--- src/rtl/counter_cmd_sequencer.sv ---
// Command-side initiator for a mod-MOD loadable up/down counter with a cycle-aligned count model.
// Define COUNTER_CMD_SEQ_CMP_EN to compare ctr_dataout against the model (sticky mismatch).
module counter_cmd_sequencer #(
    parameter int MOD   = 12,
    parameter int WIDTH = 4
) (
    input  logic             clk,
    input  logic             rst,
    input  logic             cmd_valid,
    output logic             cmd_ready,
    input  logic [1:0]       cmd_op,
    input  logic [WIDTH-1:0] cmd_arg,
    output logic             ctr_rst,
    output logic             ctr_load,
    output logic             ctr_mode,
    output logic [WIDTH-1:0] ctr_datain,
    input  logic [WIDTH-1:0] ctr_dataout,
    output logic [WIDTH-1:0] exp_count,
    output logic             busy,
    output logic             done,
    output logic             wrap,
    output logic             load_err,
    output logic             mismatch
);

    localparam logic [1:0] OP_LOAD = 2'b00;
    localparam logic [1:0] OP_UP   = 2'b01;
    localparam logic [1:0] OP_DOWN = 2'b10;
    localparam logic [WIDTH-1:0] MAX_VAL = WIDTH'(MOD - 1);

    typedef enum logic [1:0] {S_INIT, S_IDLE, S_RUN} state_t;

    state_t           state, state_nx;
    logic [1:0]       op, op_nx;
    logic [WIDTH-1:0] rem, rem_nx;
    logic [WIDTH-1:0] exp_nx, datain_nx;
    logic             load_nx, mode_nx, ready_nx, busy_nx, done_nx;
    logic             wrap_nx, load_err_nx, mismatch_nx;

    always_comb begin
        // The model steps on exactly the pins the counter samples at the same edge.
        if (ctr_rst)
            exp_nx = '0;
        else if (ctr_load)
            exp_nx = ctr_datain;
        else if (ctr_mode)
            exp_nx = (exp_count == MAX_VAL) ? '0 : exp_count + 1'b1;
        else
            exp_nx = (exp_count == '0) ? MAX_VAL : exp_count - 1'b1;
        wrap_nx = !ctr_rst && !ctr_load &&
                  (ctr_mode ? (exp_count == MAX_VAL) : (exp_count == '0));

        state_nx    = state;
        op_nx       = op;
        rem_nx      = rem;
        load_nx     = 1'b1;
        mode_nx     = 1'b0;
        datain_nx   = exp_nx;
        ready_nx    = 1'b0;
        busy_nx     = 1'b0;
        done_nx     = 1'b0;
        load_err_nx = 1'b0;

        unique case (state)
            S_INIT: begin
                state_nx = S_IDLE;
                ready_nx = 1'b1;
            end
            S_IDLE: begin
                if (cmd_valid && cmd_ready) begin
                    state_nx = S_RUN;
                    busy_nx  = 1'b1;
                    op_nx    = cmd_op;
                    rem_nx   = (cmd_arg == '0) ? '0 : cmd_arg - 1'b1;
                    unique case (cmd_op)
                        OP_LOAD: begin
                            rem_nx      = '0;
                            datain_nx   = (cmd_arg > MAX_VAL) ? MAX_VAL : cmd_arg;
                            load_err_nx = (cmd_arg > MAX_VAL);
                        end
                        OP_UP: begin
                            if (cmd_arg != '0) begin
                                load_nx = 1'b0;
                                mode_nx = 1'b1;
                            end
                        end
                        OP_DOWN: begin
                            if (cmd_arg != '0)
                                load_nx = 1'b0;
                        end
                        default: ;
                    endcase
                end else begin
                    ready_nx = 1'b1;
                end
            end
            S_RUN: begin
                if (rem == '0) begin
                    state_nx = S_IDLE;
                    ready_nx = 1'b1;
                    done_nx  = 1'b1;
                end else begin
                    rem_nx  = rem - 1'b1;
                    busy_nx = 1'b1;
                    if (op == OP_UP) begin
                        load_nx = 1'b0;
                        mode_nx = 1'b1;
                    end else if (op == OP_DOWN) begin
                        load_nx = 1'b0;
                    end
                end
            end
            default: state_nx = S_INIT;
        endcase
    end

`ifdef COUNTER_CMD_SEQ_CMP_EN
    assign mismatch_nx = mismatch | ((state != S_INIT) && (ctr_dataout != exp_count));
`else
    logic unused_dataout;
    assign unused_dataout = ^ctr_dataout;
    assign mismatch_nx    = 1'b0;
`endif

    always_ff @(posedge clk) begin
        if (!rst) begin
            state      <= S_INIT;
            op         <= OP_LOAD;
            rem        <= '0;
            ctr_rst    <= 1'b1;
            ctr_load   <= 1'b0;
            ctr_mode   <= 1'b0;
            ctr_datain <= '0;
            exp_count  <= '0;
            cmd_ready  <= 1'b0;
            busy       <= 1'b0;
            done       <= 1'b0;
            wrap       <= 1'b0;
            load_err   <= 1'b0;
            mismatch   <= 1'b0;
        end else begin
            state      <= state_nx;
            op         <= op_nx;
            rem        <= rem_nx;
            ctr_rst    <= 1'b0;
            ctr_load   <= load_nx;
            ctr_mode   <= mode_nx;
            ctr_datain <= datain_nx;
            exp_count  <= exp_nx;
            cmd_ready  <= ready_nx;
            busy       <= busy_nx;
            done       <= done_nx;
            wrap       <= wrap_nx;
            load_err   <= load_err_nx;
            mismatch   <= mismatch_nx;
        end
    end

endmodule

--- config.mk ---
export PLATFORM = sky130hd
export DESIGN_NAME = counter_cmd_sequencer
export DESIGN_NICKNAME = d
export VERILOG_FILES = /design/src/rtl/counter_cmd_sequencer.sv
export SDC_FILE = /design/constraint.sdc
export NUM_CORES = 1
export LEC_CHECK = 0
export ABC_CLOCK_PERIOD_IN_PS = 2100
export CORE_MARGIN = 2
export CORE_UTILIZATION = 50
export CTS_CLUSTER_SIZE = 28
export DETAILED_ROUTE_END_ITERATION = 8
export PLACE_DENSITY_LB_ADDON = 0.05
export SYNTH_ARGS = -nofsm -noshare
export SYNTH_HDL_FRONTEND = slang
export SYNTH_SLANG_ARGS = --single-unit
--- constraint.sdc ---
create_clock -name clk -period 2.1 [get_ports clk]
set_input_delay 0.63 -clock clk [delete_from_list [all_inputs] [get_ports clk]]
set_output_delay 0.63 -clock clk [all_outputs]
set_load 0.005 [all_outputs]
; ---- Yosys cells after proc, flatten, opt, wreduce, memory -nomap -nowiden
; Index checks and enable logic that the tools add are counted.
[word_totals]
out_inout_bits = 17
ff_bits = 24
elab_cells = 84
[classes]
muxes = 38
eq_ne = 10
addsub = 4
n_lt_le_gt_ge = 1
n_reduce_logical = 18
[op_table]
columns = cell, count
row1 = two-way mux 4 bit, 13
row2 = two-way mux 1 bit, 17
row3 = logical NOT 4 bit, 3
row4 = "subtractor 4 x 1 -> 4 bit, second input constant", 3
row5 = case mux 4 bit (2 select lines), 1
row6 = "== test 2 x 1 -> 1 bit, second input constant", 3
row7 = "== test 2 bit, second input constant", 3
row8 = "inequality test 2 bit, second input constant", 3
row9 = case mux 1 bit (2 select lines), 3
row10 = case mux 2 bit (3 select lines), 1
row11 = AND reduction 2 bit, 3
row12 = "adder 4 x 1 -> 4 bit, second input constant", 1
row13 = "== test 4 bit, second input constant", 1
row14 = "greater-than comparator 4 bit, second input constant", 1
row15 = logical NOT 2 bit, 2
row16 = two-way mux 2 bit, 2
row17 = AND reduction 4 bit, 1
row18 = nonzero test 4 bit, 1
row19 = logical AND 1 bit, 3
row20 = case mux 1 bit (3 select lines), 1
row21 = AND reduction 3 bit, 1
row22 = logical NOT 1 bit, 2
row23 = nonzero test 2 bit, 1
row24 = OR reduction 2 bit, 1

; ---- Logic depth before layout (Yosys ltp)
[depth]
depth_word = 8
mapped_depth = 7

; ---- Least setup slack after synthesis
; OpenSTA, ideal clock, no wires.
[synth_path]
kind = input -> register
startpoint = in cmd_op[0]
endpoint = reg ctr_datain[3]
required_time_ns = 2.031
cell_stages = 7
setup_ns = 0.069
path_slack_ns = 0.478
t_arrival_ns = 1.554
cell_sequence = inv_1 > ha_1 > and4_1 > clkbuf_1 > nor3_1 > o21ai_1 > o21ai_1
[synth_between]
elab_chain_len = 4
[synth_lines]
columns = item, line
row1 = "start, declared", 11  ; input logic [1:0] cmd_op,
row2 = logical NOT 2 bit, 75  ; unique case (cmd_op)
row3 = two-way mux 4 bit, 75
row4 = two-way mux 4 bit, 70  ; if (cmd_valid && cmd_ready) begin
row5 = two-way mux 4 bit, 64  ; unique case (state)
row6 = "end signal, assigned", 148  ; ctr_datain <= datain_nx;
row7 = "end, declared", 16  ; output logic [WIDTH-1:0] ctr_datain,
; No other way between the ends.
; A chain may end at the register's enable or synchronous reset.

; ---- Final worst setup path
[layout_path]
startpoint = reg exp_count[3]
endpoint = out exp_count[3]
[layout_rtl]
columns = item, line
row1 = "start, declared", 18  ; output logic [WIDTH-1:0] exp_count,
row2 = "start signal, assigned", 149  ; exp_count <= exp_nx;
; No word-level cell between the ends.

==> results by stage <==
Place:
- The routability congestion estimate from global placement is 0.842.
- The detailed placement HPWL is 2350 µm.
- Input and output buffers added on the ports amount to 24.

Cells and area:
- The number of fillers in the final layout is 229.
- The antenna diode count is 0.
- The area of combinational cells with multiple inputs is 818 µm².
- At the end of the flow, the number of nets in the layout was about 220.
- Relative to the synthesized area, the layout overhead comes to 25.3%.
- The share of final-layout standard cells stronger than drive strength 1 is under 10%.
- Across the whole layout, storage elements account for 483 µm².

Clock network:
- The number of buffers inserted during clock tree synthesis is 3.
- The level count of the clock H-tree is 1.
- The number of buffers between clock root and the deepest sink is 2.
- Clock tree synthesis selected as its root buffer the cell sky130_fd_sc_hd__clkbuf_4.
- The clock transition at the registers of the reported paths is roughly 0.13 ns.
- The CTS sink count is 24.
- TritonCTS built the clock tree.
- The later pin in the worst-skew pair is clocked with a latency of about 0.32 ns.

Setup path:
- The critical path is of the flip-flop to primary output type.
- The type of destination of the critical path is a primary output.
- The signal on the critical path passes through clkdlybuf4s50_1.
- The launching instance or port of the critical path is exp_count[3].
- At the worst endpoint, the required time is 1.47 ns.
- On the worst path, the slowest cell contributes a delay of ~0.56 ns.
- The endpoint arrival time on the critical path is around 1.4 ns.
- STA classifies the critical path startpoint as a flip-flop.
- Broken down by cell family, the worst path's largest delay share belongs to buffers and inverters.
- In this run the worst path has a maximum fanout of 10.
- The critical path buffer and inverter count is 1.
- The slowest stage of the critical path belongs to the cell sky130_fd_sc_hd__clkdlybuf4s50_1.
- In this run the critical register-to-register path is launched from state[0].

Timing:
- In the finished design, the share of the clock period the worst path needs comes to a little over nine tenths.
- The maximum operating frequency is about 490 MHz.
- Setup violations remaining at the end of the flow were counted as 0.
- The number of hold-slack violations in the final timing report was 0.
- The post-route clock skew is 0.00273 ns.
- The max-slew violation total from the final report was 0.
- Subtracting the final worst setup slack from the clock period gives about 2.0 ns.
- Setup repair after global routing left no endpoint under its margin.
- The setup total negative slack is 0 ns.
- The worst slack on hold paths is 0.488 ns.

Detailed routing:
- In the routed layout, each cell is associated on average with a via count of ~5.7.
- The total wirelength of the detailed-routed design is just over 3000 µm.
- The number of optimization iterations in the first detailed-route pass is 4.
- The first routing iteration left 47 violations.
- For this run, design rule violations remaining after detail routing come to 0.
- The detail route stage leaves a number of antenna-violating nets equal to 0.
- The average routed wire per standard cell is approximately 14 µm.
- The routed layout has 1288 vias.

Logic synthesis:
- The cell taking the most area after synthesis is sky130_fd_sc_hd__dfxtp_1.
- The commonest cells after synthesis are sky130_fd_sc_hd__dfxtp_1 (24), sky130_fd_sc_hd__inv_1 (11), sky130_fd_sc_hd__nand2_1 (11), sky130_fd_sc_hd__nor2_1 (11).
- The total standard cell area after synthesis is 0.00139 mm².
- Among all flip-flop cells after synthesis, the most frequent one is sky130_fd_sc_hd__dfxtp_1.
- The number of flops mapped to enable cells by yosys is 0.
- The fraction of synthesis flops using an asynchronous set or reset pin is 0%.
- The flop and latch count out of synthesis is 24.
- Yosys printed 0 warnings.
- The total nets after synthesis is 190.
- The distinct cell type count after synthesis is 44.
- Ranked by total cell area, the synthesized netlist is headed by sky130_fd_sc_hd__dfxtp_1 (35%), sky130_fd_sc_hd__ha_1 (9.0%), sky130_fd_sc_hd__a21oi_1 (3.6%).
- Each instance of the synthesized netlist takes up on average between 8 and 9 µm².
- The most common cell in the synthesized netlist is sky130_fd_sc_hd__dfxtp_1.
- Summed over its instances, the top area cell type makes up 34.6% of the synthesized netlist area.
- After synthesis, flip-flops and latches occupy 34.6% of the total area.
- The instance count of the mapped netlist is between 150 and 200.

Pwr:
- The worst vdd rail ir drop is approximately 430 µV.
- The combinational power share is 28.3%.
- The switching power as a share of total power is 29.8%.
- Summed over all nets, the switching power comes to 327 µW.
- In this run the static leakage power is 0.680 nW.
- Dividing total power by cell area gives a power density of roughly 630 mW/mm².
- Total power for the finished layout comes to between 1 and 1.5 mW.
- Of the total power, the clock network draws 22.6%.
- The internal power of the cells totals 769 µW.
- The sequential group share of total power is around half.

GRT:
- The initial antenna violation count is 0.
- Entering global routing, the biggest net connects 15 pins.
- The via count of the first global-routing pass came to 1269.
- The first global-routing pass estimated between 5000 and 6000 µm of wire.
- Summed over all layers, the global routing overflow is 0.
- Global routing used 20.6% of the available tracks.

Worst hold path:
- In this run the worst hold path is classified as flip-flop to flip-flop.
- The startpoint identified for the worst hold timing path is op[0].

Floorplan:
- The full die area is 0.00322 mm².
- Measured along the x axis, the die boundary spans 56.7 µm.
- In this run the count of I/O pins placed on the die edge is 30.
- The height of the die is 56.7 µm.
- The floorplan core area is 0.00269 mm².
- For this configuration, the core starts out at a cell density of about half.
- The standard-cell row count is 19.

Run status:
- The run finished with clean final reports.

Flow run:
- The max capacitance violation total is 0.
==> flip-flops by register name, indices dropped and copies added, names as in the netlist, 2 cells and up <==
signal      cells
rem             4
ctr_datain      4
op              2
exp_count       4
state           2
==> metal layers <==
layer / up-vias / wire, µm / global-route usage (%)
li1: 648 / - / -
met1: 599 / 1330 / 22.8
met2: 32 / 1590 / 37.4
met3: 9 / 106 / 3.00
met4: 0 / 79 / 10.9
met5: - / 0 / 0
==> logic make-up (layout without fill, tap and decap cells) <==
logic type,after synthesis,in the layout,synth area share [%]
AND/OR/NAND/NOR,62,62,25.9
AO/OA/AOI/OAI,45,45,21.5
flip-flops,24,24,34.6
buffers and inverters,22,50,6.49
adder cells (fa/ha/maj),10,10,9.01
multiplexers,2,2,1.53
other,1,1,0.270
XOR/XNOR,1,1,0.631
==> final timing paths <==
kind                       end  slack (ns)  cells after the start
setup / recovery  exp_count[3]        0.08                      1
hold / removal           op[0]        0.49                      2
setup reg to reg        rem[2]        0.29                      6
hold reg to reg          op[0]        0.49                      2
==> stage by stage <==
stage / setup WS, ns / cells / area (µm²) / utilization (%)
3_3_place_gp: -0.0432 / 222 / 1700 / 63.3
3_5_place_dp: -0.0655 / 222 / 1700 / 63.3
2_1_floorplan: 0.478 / 167 / 1390 / -
4_1_cts: 0.00320 / 226 / 1740 / 64.7
6_report: 0.0795 / 226 / 1740 / 64.8
5_1_grt: 0.0107 / 226 / 1740 / 64.8
==> what timing repair did <==
action                     CTS  global route
setup endpoints to repair    0             2
hold buffers                 0             0
setup buffers                0             0
gates resized for setup      0             2
==> power groups by stage <==
| stage | Combinational (mW) | Sequential [mW] | Clock, mW |
|---|---|---|---|
| floorplan | 0.199 | 0.531 | 0 |
| CTS | 0.312 | 0.538 | 0.256 |
| global route | 0.347 | 0.545 | 0.270 |
| global placement | 0.300 | 0.547 | 0 |
| finish | 0.310 | 0.538 | 0.247 |
| detailed placement | 0.306 | 0.549 | 0 |
==> area by class of cell <==
cell class	count	area share [%]
Multi-Input combinational cell	121	47.0
Sequential cell	24	27.7
Timing Repair Buffer	35	18.5
Inverter	11	2.37
Tap cell	31	2.23
Clock buffer	4	2.08
==> cells in the final DEF (no fill, tap or decap), types with 3 or more instances in the layout <==
cell,count
sky130_fd_sc_hd__a211oi_1,4
sky130_fd_sc_hd__a21boi_1,4
sky130_fd_sc_hd__a21oi_1,10
sky130_fd_sc_hd__buf_4,11
sky130_fd_sc_hd__clkbuf_4,3
sky130_fd_sc_hd__clkdlybuf4s50_1,24
sky130_fd_sc_hd__dfxtp_1,22
sky130_fd_sc_hd__ha_1,10
sky130_fd_sc_hd__inv_1,11
sky130_fd_sc_hd__nand2_1,11
sky130_fd_sc_hd__nand2b_1,5
sky130_fd_sc_hd__nand3_1,4
sky130_fd_sc_hd__nand3b_1,3
sky130_fd_sc_hd__nor2_1,11
sky130_fd_sc_hd__nor2b_1,4
sky130_fd_sc_hd__nor3_1,6
sky130_fd_sc_hd__nor4_1,4
sky130_fd_sc_hd__nor4b_1,3
sky130_fd_sc_hd__o21a_1,5
sky130_fd_sc_hd__o21ai_0,6
sky130_fd_sc_hd__o21ai_1,3
No activity file was read; power rests on OpenSTA's default activity.
